File: src/rtl/ps2_scancode_rx.sv
// ps2_scancode_rx: PS/2 keyboard receiver with pin sync, clock glitch filter,
// odd-parity/stop checking and mid-frame stall recovery.
module ps2_scancode_rx #(
    parameter int FILTER_LEN     = 8,
    parameter int TIMEOUT_CYCLES = 5000
) (
    input  logic       clk,
    input  logic       nreset,
    input  logic       ps2_clk,
    input  logic       ps2_data,
    output logic [7:0] scan_code,
    output logic       ps2_int,
    output logic       err_parity,
    output logic       err_frame,
    output logic       err_timeout,
    output logic       busy
);
    localparam int TW = $clog2(TIMEOUT_CYCLES);
    typedef enum logic [1:0] {IDLE, DATA, PARITY, STOP} state_t;
    state_t                state_q, state_d;
    logic [1:0]            clk_sync_q, clk_sync_d, dat_sync_q, dat_sync_d;
    logic [FILTER_LEN-1:0] filt_q, filt_d;
    logic                  fclk_q, fclk_d, fclk_prev_q, fclk_prev_d;
    logic [2:0]            cnt_q, cnt_d;
    logic [7:0]            shift_q, shift_d, scan_q, scan_d;
    logic                  par_q, par_d, int_q, int_d;
    logic                  errp_q, errp_d, errf_q, errf_d, errt_q, errt_d;
    logic [TW-1:0]         tmo_q, tmo_d;
    logic                  fall, sample, timeout;
    always_comb begin
        clk_sync_d  = {clk_sync_q[0], ps2_clk};
        dat_sync_d  = {dat_sync_q[0], ps2_data};
        filt_d      = {filt_q[FILTER_LEN-2:0], clk_sync_q[1]};
        fclk_d      = &filt_q ? 1'b1 : ~|filt_q ? 1'b0 : fclk_q;
        fclk_prev_d = fclk_q;
        fall        = fclk_prev_q & ~fclk_q;
        sample      = dat_sync_q[1];
        // A fall in the same cycle as the deadline wins over the timeout
        timeout     = state_q != IDLE && tmo_q == TW'(TIMEOUT_CYCLES - 1) && !fall;
        tmo_d       = (fall || state_q == IDLE || timeout) ? '0 : tmo_q + 1'b1;
        state_d     = state_q;
        cnt_d       = cnt_q;
        shift_d     = shift_q;
        par_d       = par_q;
        scan_d      = scan_q;
        int_d       = 1'b0;
        errp_d      = 1'b0;
        errf_d      = 1'b0;
        errt_d      = 1'b0;
        if (fall) begin
            case (state_q)
                IDLE: begin
                    state_d = sample ? IDLE : DATA;
                    cnt_d   = 3'd0;
                end
                DATA: begin
                    shift_d = {sample, shift_q[7:1]};
                    cnt_d   = cnt_q + 3'd1;
                    state_d = cnt_q == 3'd7 ? PARITY : DATA;
                end
                PARITY: begin
                    par_d   = sample;
                    state_d = STOP;
                end
                default: begin
                    state_d = IDLE;
                    errf_d  = !sample;
                    errp_d  = sample && !(^{shift_q, par_q});
                    int_d   = sample && (^{shift_q, par_q});
                    scan_d  = int_d ? shift_q : scan_q;
                end
            endcase
        end else if (timeout) begin
            state_d = IDLE;
            errt_d  = 1'b1;
        end
    end
    always_ff @(posedge clk or negedge nreset) begin
        if (!nreset) begin
            state_q     <= IDLE;
            clk_sync_q  <= '1;
            dat_sync_q  <= '1;
            filt_q      <= '1;
            fclk_q      <= 1'b1;
            fclk_prev_q <= 1'b1;
            cnt_q       <= '0;
            shift_q     <= '0;
            par_q       <= 1'b0;
            scan_q      <= '0;
            int_q       <= 1'b0;
            errp_q      <= 1'b0;
            errf_q      <= 1'b0;
            errt_q      <= 1'b0;
            tmo_q       <= '0;
        end else begin
            state_q     <= state_d;
            clk_sync_q  <= clk_sync_d;
            dat_sync_q  <= dat_sync_d;
            filt_q      <= filt_d;
            fclk_q      <= fclk_d;
            fclk_prev_q <= fclk_prev_d;
            cnt_q       <= cnt_d;
            shift_q     <= shift_d;
            par_q       <= par_d;
            scan_q      <= scan_d;
            int_q       <= int_d;
            errp_q      <= errp_d;
            errf_q      <= errf_d;
            errt_q      <= errt_d;
            tmo_q       <= tmo_d;
        end
    end
    assign scan_code   = scan_q;
    assign ps2_int     = int_q;
    assign err_parity  = errp_q;
    assign err_frame   = errf_q;
    assign err_timeout = errt_q;
    assign busy        = state_q != IDLE;
endmodule
File: config.mk
export PLATFORM = sky130hd
export DESIGN_NAME = ps2_scancode_rx
export DESIGN_NICKNAME = d
export VERILOG_FILES = /design/src/rtl/ps2_scancode_rx.sv
export SDC_FILE = /design/constraint.sdc
export NUM_CORES = 1
export LEC_CHECK = 0
export CORE_MARGIN = 10
export CORE_UTILIZATION = 55
export CTS_CLUSTER_SIZE = 12
export DETAILED_ROUTE_END_ITERATION = 12
export PLACE_DENSITY = 0.76
export SLEW_MARGIN = 20
export SYNTH_ARGS = -nofsm -noshare
export SYNTH_HDL_FRONTEND = slang
export SYNTH_SLANG_ARGS = --single-unit
File: constraint.sdc
create_clock -name clk -period 3 [get_ports clk]
set_input_delay 0.45 -clock clk [delete_from_list [all_inputs] [get_ports clk]]
set_output_delay 0.45 -clock clk [all_outputs]
set_load 0.01 [all_outputs]
==> results.yml <==
floorplanning:
  die_x_um: 82.5
  fp.dieH_um: 82.5
  coreArea_um2: 3720
  io_pins: 17
  die-area_um2: 6810
  start_util: 0.578
  num_rows: 22
sta:
  setup_tns_ns: 0
  period_needed_ns: 2.03
  fin_crit_sh: 0.678
  skew_ns: 0.00735
  finalHoldViolations: 0
  max_freq_ghz: 0.492
  max_slew_margin: 0.581
  setup_violations: 0
  holdWs_ns: 0.169
  drv_slew: 0
  rsz0062_at_grt: "false"
  worstMarginPinSlew_ns: 0.628
global_routing:
  antenna_found_initial: 0
  first_global_vias: 1353
  gr-total-overflow: 0
  grt_pass1_wl_mm: 6.33
  grt_usage: 0.122
  grt_max_degree: 54
final_layout:
  design_area_um2: 2430
  drive_above_1_share: 0.200
  finalNetCount: 201
  antenna_cells: 0
  flow.area_growth_from_synthesis_pct: 13.2
  post-route-util: 0.654
placement:
  portBuffers: 16
  gp_congestion: 0.804
  placed_area_um2: 2340
  dp_hpwl_mm: 2.54
detailed_routing:
  drc: 0
  drt_first_pass_iters: 4
  ant_nets: 0
  wire_per_inst_um: 15.1
  viasPerCell: 5.28
  vias: 1282
  drt_wl_total_mm: 3.67
  drt_iter0_drc: 157
clock_network:
  cts.sinks: 53
  cts_tree: "done"
  post_cts_buffers: 0
  insertion_delay_ns: 0.30
  cts_buffers: 5
  cts.clk_slew.worst_paths_ns: 0.09
  htreeDepth: 2
  cts_buffer_depth: 2
  ctsResizeCount: 0
  root_buffer: "clkbuf_8"
  postCtsHoldBufs: 0
setup_path:
  worst_ep_arrival_time_ns: 1.58
  rrSetupSlack_ns: 1.01
  rr_startpoint: "shift_q[2]$_DFFE_PN0P_"
  endpoint_kind: "output pin"
  worstRegToRegCells: 5
  reg2reg_to: "scan_code[5]$_DFFE_PN0P_"
  critical_path_class: "flip-flop to output pin"
  startpoint_type: "flip-flop"
  critical_path_required_ns: 2.55
  cp_max_fo: 11
pwr:
  powerDensity_nw_per_um2: 563
  leakagePower_nw: 1.07
  ir_worst_vdd_v: 0.000372
synth:
  yosysSeqAreaShare: 0.626
  ys_warn_count: 0
  synthTopCellsByCount: "39 x dfrtp_1, 23 x nor2_1, 15 x mux2_2, 14 x dfstp_2, 14 x nand2_1"
  synth_edf_count: 0
  synth-async-reset-ratio: 1.00
  yosysMostFrequentCell: "dfrtp_1"
  synth_fp_nets: 183
  netlist_top_cells_area: "dfrtp_1 45%, dfstp_2 17%, mux2_2 7.9%"
  synth_top_area_frac: 0.454
  synth_seq_cells: 53
  ys.flop_type: "dfrtp_1"
  synthesis.area_um2: 2150
  syn_avg_cell_area_um2: 12.2
  ys_types: 28
  synth_top_area_cell: "dfrtp_1"
  synthCells: 176
hold_path:
  min_path_type: "input pin to asynchronous set/reset pin"
status:
  outcome: "finished clean"
run:
  cap_violations: 0
worst max path at each step:
stage	endpoint	slack [ns]	startpoint
2_1_floorplan	scan_code[0]$_DFFE_PN0P_	1.15	shift_q[2]$_DFFE_PN0P_
3_3_place_gp	scan_code[1]$_DFFE_PN0P_	1.06	shift_q[2]$_DFFE_PN0P_
3_5_place_dp	scan_code[5]$_DFFE_PN0P_	0.99	shift_q[2]$_DFFE_PN0P_
4_1_cts	busy	0.95	state_q[1]$_DFFE_PN0P_
5_1_grt	scan_code[5]$_DFFE_PN0P_	0.84	shift_q[2]$_DFFE_PN0P_
6_report	busy	0.97	state_q[1]$_DFFE_PN0P_
cell families (layout without fill, tap and decap cells):
logic type | after synthesis | in the layout | synth area share
AO/OA/AOI/OAI | 11 | 11 | 0.0274
buffers and inverters | 8 | 27 | 0.0140
flip-flops | 53 | 53 | 0.626
AND/OR/NAND/NOR | 66 | 66 | 0.146
XOR/XNOR | 19 | 19 | 0.0810
adder cells (fa/ha/maj) | 3 | 3 | 0.0175
multiplexers | 16 | 16 | 0.0891
where the power goes:
group          total [mW]  switching, mW  leakage (nW)  internal (mW)
Combinational       0.159         0.0938         0.346         0.0655
Clock               0.381          0.216        0.0385          0.165
Sequential          0.827         0.0568         0.687          0.771
Total                1.37          0.366          1.07           1.00
cell usage in the layout, fill, tap and decap left out:
| master | n |
|---|---|
| dfrtp_1 | 39 |
| nor2_1 | 23 |
| mux2_2 | 15 |
| clkdlybuf4s50_1 | 15 |
| nand2_1 | 14 |
| dfstp_2 | 14 |
| nand3_1 | 12 |
| xnor2_1 | 12 |
| o21ai_0 | 8 |
| xor2_1 | 6 |
| clkbuf_8 | 5 |
| inv_1 | 3 |
| nor3_1 | 3 |
| nand4_1 | 3 |
| ha_1 | 3 |
| and3_1 | 2 |
| a21oi_1 | 2 |
| clkbuf_1 | 2 |
| nor4b_1 | 1 |
| nand4b_1 | 1 |
| nand2b_1 | 1 |
| nor3b_1 | 1 |
| nor4bb_1 | 1 |
| or2_2 | 1 |
| xnor2_2 | 1 |
| mux2i_4 | 1 |
| nor2b_1 | 1 |
| and2_1 | 1 |
| or4_1 | 1 |
| o41ai_1 | 1 |
| clkinvlp_4 | 1 |
| buf_4 | 1 |
metal layers:
metal | GRT usage | vias to the layer above | routed length, um
li1 | - | 629 | -
met1 | 0.145 | 623 | 1610
met2 | 0.194 | 19 | 1810
met3 | 0.0400 | 11 | 156
met4 | 0.0635 | 0 | 93
met5 | 0 | - | 0
cell type report:
class	count	area, um^2
clock buffer	7	76.3
inverter	3	11.3
multi-input combinational	115	774
tap	48	60.1
timing repair buffer	16	158
clock inverter	1	7.51
sequential	53	1340
fill	284	1280
registers in the layout, summed over array words and instances, names as in the netlist:
signal and count:
fclk_prev_q 1, clk_sync_q 2, ps2_int 1, err_timeout 1, err_frame 1, fclk_prev_d 1, par_q 1, filt_q 8
tmo_q 13, err_parity 1, dat_sync_q 2, scan_code 8, state_q 2, shift_q 8, cnt_q 3
per-stage QoR:
step | total power, mW | instances | setup WS [ns]
finish | 1.37 | 243 | 0.966
global route | 1.44 | 243 | 0.845
CTS | 1.38 | 243 | 0.951
detailed placement | 1.00 | 235 | 0.993
global placement | 0.987 | 235 | 1.06
floorplan | 0.940 | 176 | 1.15
critical path, stage by stage (launching register included):
cell and delay [ns]:
dfrtp_1 0.54, nor2_1 0.11, inv_1 0.09, clkdlybuf4s50_1 0.54
Power figures use the tool's default switching activity.
==> patch: new RTL, same settings <==
`TIMEOUT_CYCLES`: 5000 -> 2500.
--- a/src/rtl/ps2_scancode_rx.sv
+++ b/src/rtl/ps2_scancode_rx.sv
@@ -2,7 +2,7 @@
 // odd-parity/stop checking and mid-frame stall recovery.
 module ps2_scancode_rx #(
     parameter int FILTER_LEN     = 8,
-    parameter int TIMEOUT_CYCLES = 5000
+    parameter int TIMEOUT_CYCLES = 2500
 ) (
     input  logic       clk,
     input  logic       nreset,
Function: no difference found for any inputs over 10 cycles, from zero or initial values and one cycle with nreset low; that may be too few to reach the edited logic, so the function may still have changed.
==> patch against the original RTL <==
Die area down 1.3%. Total power down 1.7%. Wire length down 2.8%. Worst setup slack worse by 0.070 ns. Count of clock-buffer cells in the layout up 1. Area after synthesis down 1.7%. Global-route usage about the same. Non-clock buffer count unchanged. Sequential cell count down 1. Core utilization down 0.055 points. Combinational power down 23%. Design area down 0.82%. Hold slack worse by 0.012 ns. Clock skew down 0.0014 ns. Critical path type unchanged. Highest routed layer unchanged.
==> patch: results (changes against the original RTL) <==
Status
  • Run status: complete, no violations (unchanged)

Min path
  • HP Class: in2async (unchanged)

CTS
  • Clock root buffer: clkbuf_8 (unchanged)
  • CTS Hold Bufs: 0 (unchanged)
  • Clk buf depth: 2 (unchanged)
  • Skew-Pair Late Insertion Delay: 0.30 ns (about the same)
  • Total CTS buffers: 5 (unchanged)
  • Setup Buffers After CTS: 0 (unchanged)
  • Post-cts sizing count: 0 (unchanged)

Synth
  • Count of yosys warnings during synthesis: 0 (unchanged)
  • Syn Nets: 178 (was 183)
  • Synth top cells by count: 38 x dfrtp_1, 19 x nor2_1, 15 x mux2_2 (was 39 x dfrtp_1, 23 x nor2_1, 15 x mux2_2)
  • Post-Synthesis Cells: 171 (was 176)
  • Fraction of registers with async set/reset: 100.0% (unchanged)
  • Dominant cells by area after synthesis: dfrtp_1 45%, dfstp_2 17%, mux2_2 8.0% (was dfrtp_1 45%, dfstp_2 17%, mux2_2 7.9%)
  • Post-synthesis sequential area ratio: 62.44% (was 62.55%)
  • Synth unique cells: 26 (was 28)

Critical path
  • Worst setup path start: state_q[1]$_DFFE_PN0P_ (unchanged)
  • WP data arrival: 1.65 ns (was 1.58 ns)
  • Critical Path End: busy (unchanged)
  • Max incr delay on CP: 0.49 ns (was 0.54 ns)
  • Top cell family by delay on the critical path: flip-flops (was buffers and inverters)
  • CP Max Fanout: 11 (unchanged)
  • R2R Path End: scan_code[0]$_DFFE_PN0P_ (was scan_code[5]$_DFFE_PN0P_)
  • FF-to-FF path depth: 5 (unchanged)
  • Reg2reg start: shift_q[2]$_DFFE_PN0P_ (unchanged)

Detailed routing
  • 1st-iter DRT viols: 87 (was 157)
  • Avg WL per Cell: 14.97 um (was 15.09 um)
  • Vias per cell: 5.403 (was 5.276)

Place
  • Dpl cells: 230 (was 235)
  • Routability Congestion: 0.7566 (was 0.8037)
  • DP HPWL: 2471 um (was 2541 um)
  • DP Area: 2308 um^2 (was 2345 um^2)
  • Setup WS pre-CTS: 0.9267 ns (was 0.9926 ns)

Layout
  • Nets: 196 (was 201)
  • Layout cell share with drive strength beyond 1: 21.58% (was 20.00%)
  • Most flop-heavy register: tmo_q (unchanged)
  • Max FFs per register: 12 (was 13)
  • Diodes inserted: 0 (unchanged)
  • Fin cells: 238 (was 243)

Timing
  • Crit path setup slack, layout: 0.8953 ns (was 0.9657 ns)
  • Final Skew: 0.005987 ns (was 0.007351 ns)
  • Slew of the pin with the lowest slew margin: 0.6220 ns (was 0.6280 ns)
  • Setup TNS Final: 0 ns (unchanged)

Global routing
  • Overall global routing resource usage: 12.20% (was 12.19%)
  • Largest net degree at the start of global routing: 53 (was 54)
  • Initial antenna violation count: 0 (unchanged)
  • First-pass GRT wire length: 6223 um (was 6327 um)
  • Vias in the first global route: 1275 (was 1353)

Pwr
  • Sw Share: 24.98% (was 26.77%)
  • Max VDD drop: 0.3069 mV (was 0.3716 mV)
  • Lkg Pwr: 0.001077 uW (was 0.001072 uW)
patch: worst reg2reg max path, cell delays in order (launching register included):
cell and delay, ns:
dfrtp_1 0.42, xnor2_1 0.21, xnor2_1 0.14, xnor2_2 0.34, mux2i_4 0.47, mux2_2 0.39
patch: worst min-delay path by stage:
stage	startpoint	end	slack [ns]	cells after the start
floorplan	nreset	cnt_q[0]$_DFFE_PN0P_	0.15	0
global placement	dat_sync_q[0]$_DFF_PN1_	dat_sync_q[1]$_DFF_PN1_	0.35	0
detailed placement	dat_sync_q[0]$_DFF_PN1_	dat_sync_q[1]$_DFF_PN1_	0.35	0
CTS	clk_sync_q[1]$_DFF_PN1_	filt_q[0]$_DFF_PN1_	0.36	0
global route	nreset	cnt_q[0]$_DFFE_PN0P_	0.20	1
finish	nreset	state_q[0]$_DFFE_PN0P_	0.16	1
patch: metal layers:
| metal | routed length (um) | vias to the layer above | global-route usage [%] |
|---|---|---|---|
| li1 | - | 614 | - |
| met1 | 1654 | 645 | 15.30 |
| met2 | 1642 | 21 | 18.03 |
| met3 | 202 | 6 | 4.694 |
| met4 | 64 | 0 | 6.122 |
| met5 | 0 | - | 0 |
patch: final cells by class:
class                           instances  area [um^2]
Sequential cell                        52         1319
Fill cell                             293         1277
Multi-Input combinational cell        112        767.0
Timing Repair Buffer                   16        157.7
Clock buffer                            8        100.1
Tap cell                               48        60.06
Inverter                                2        7.507
patch: power groups by stage:
stage	sequential, uW	clock [uW]	combinational (uW)
floorplan	787	0	93.7
global placement	807	0	119
detailed placement	807	0	127
CTS	797	439	125
global route	807	466	141
finish	796	425	123
patch: kinds of logic after synthesis:
family,share of synthesized area (%)
buf+inv,1.244
flops,62.44
fa+ha+maj,1.777
xor+xnor,7.820
simple gates,14.16
mux,9.064
compound gates,3.495
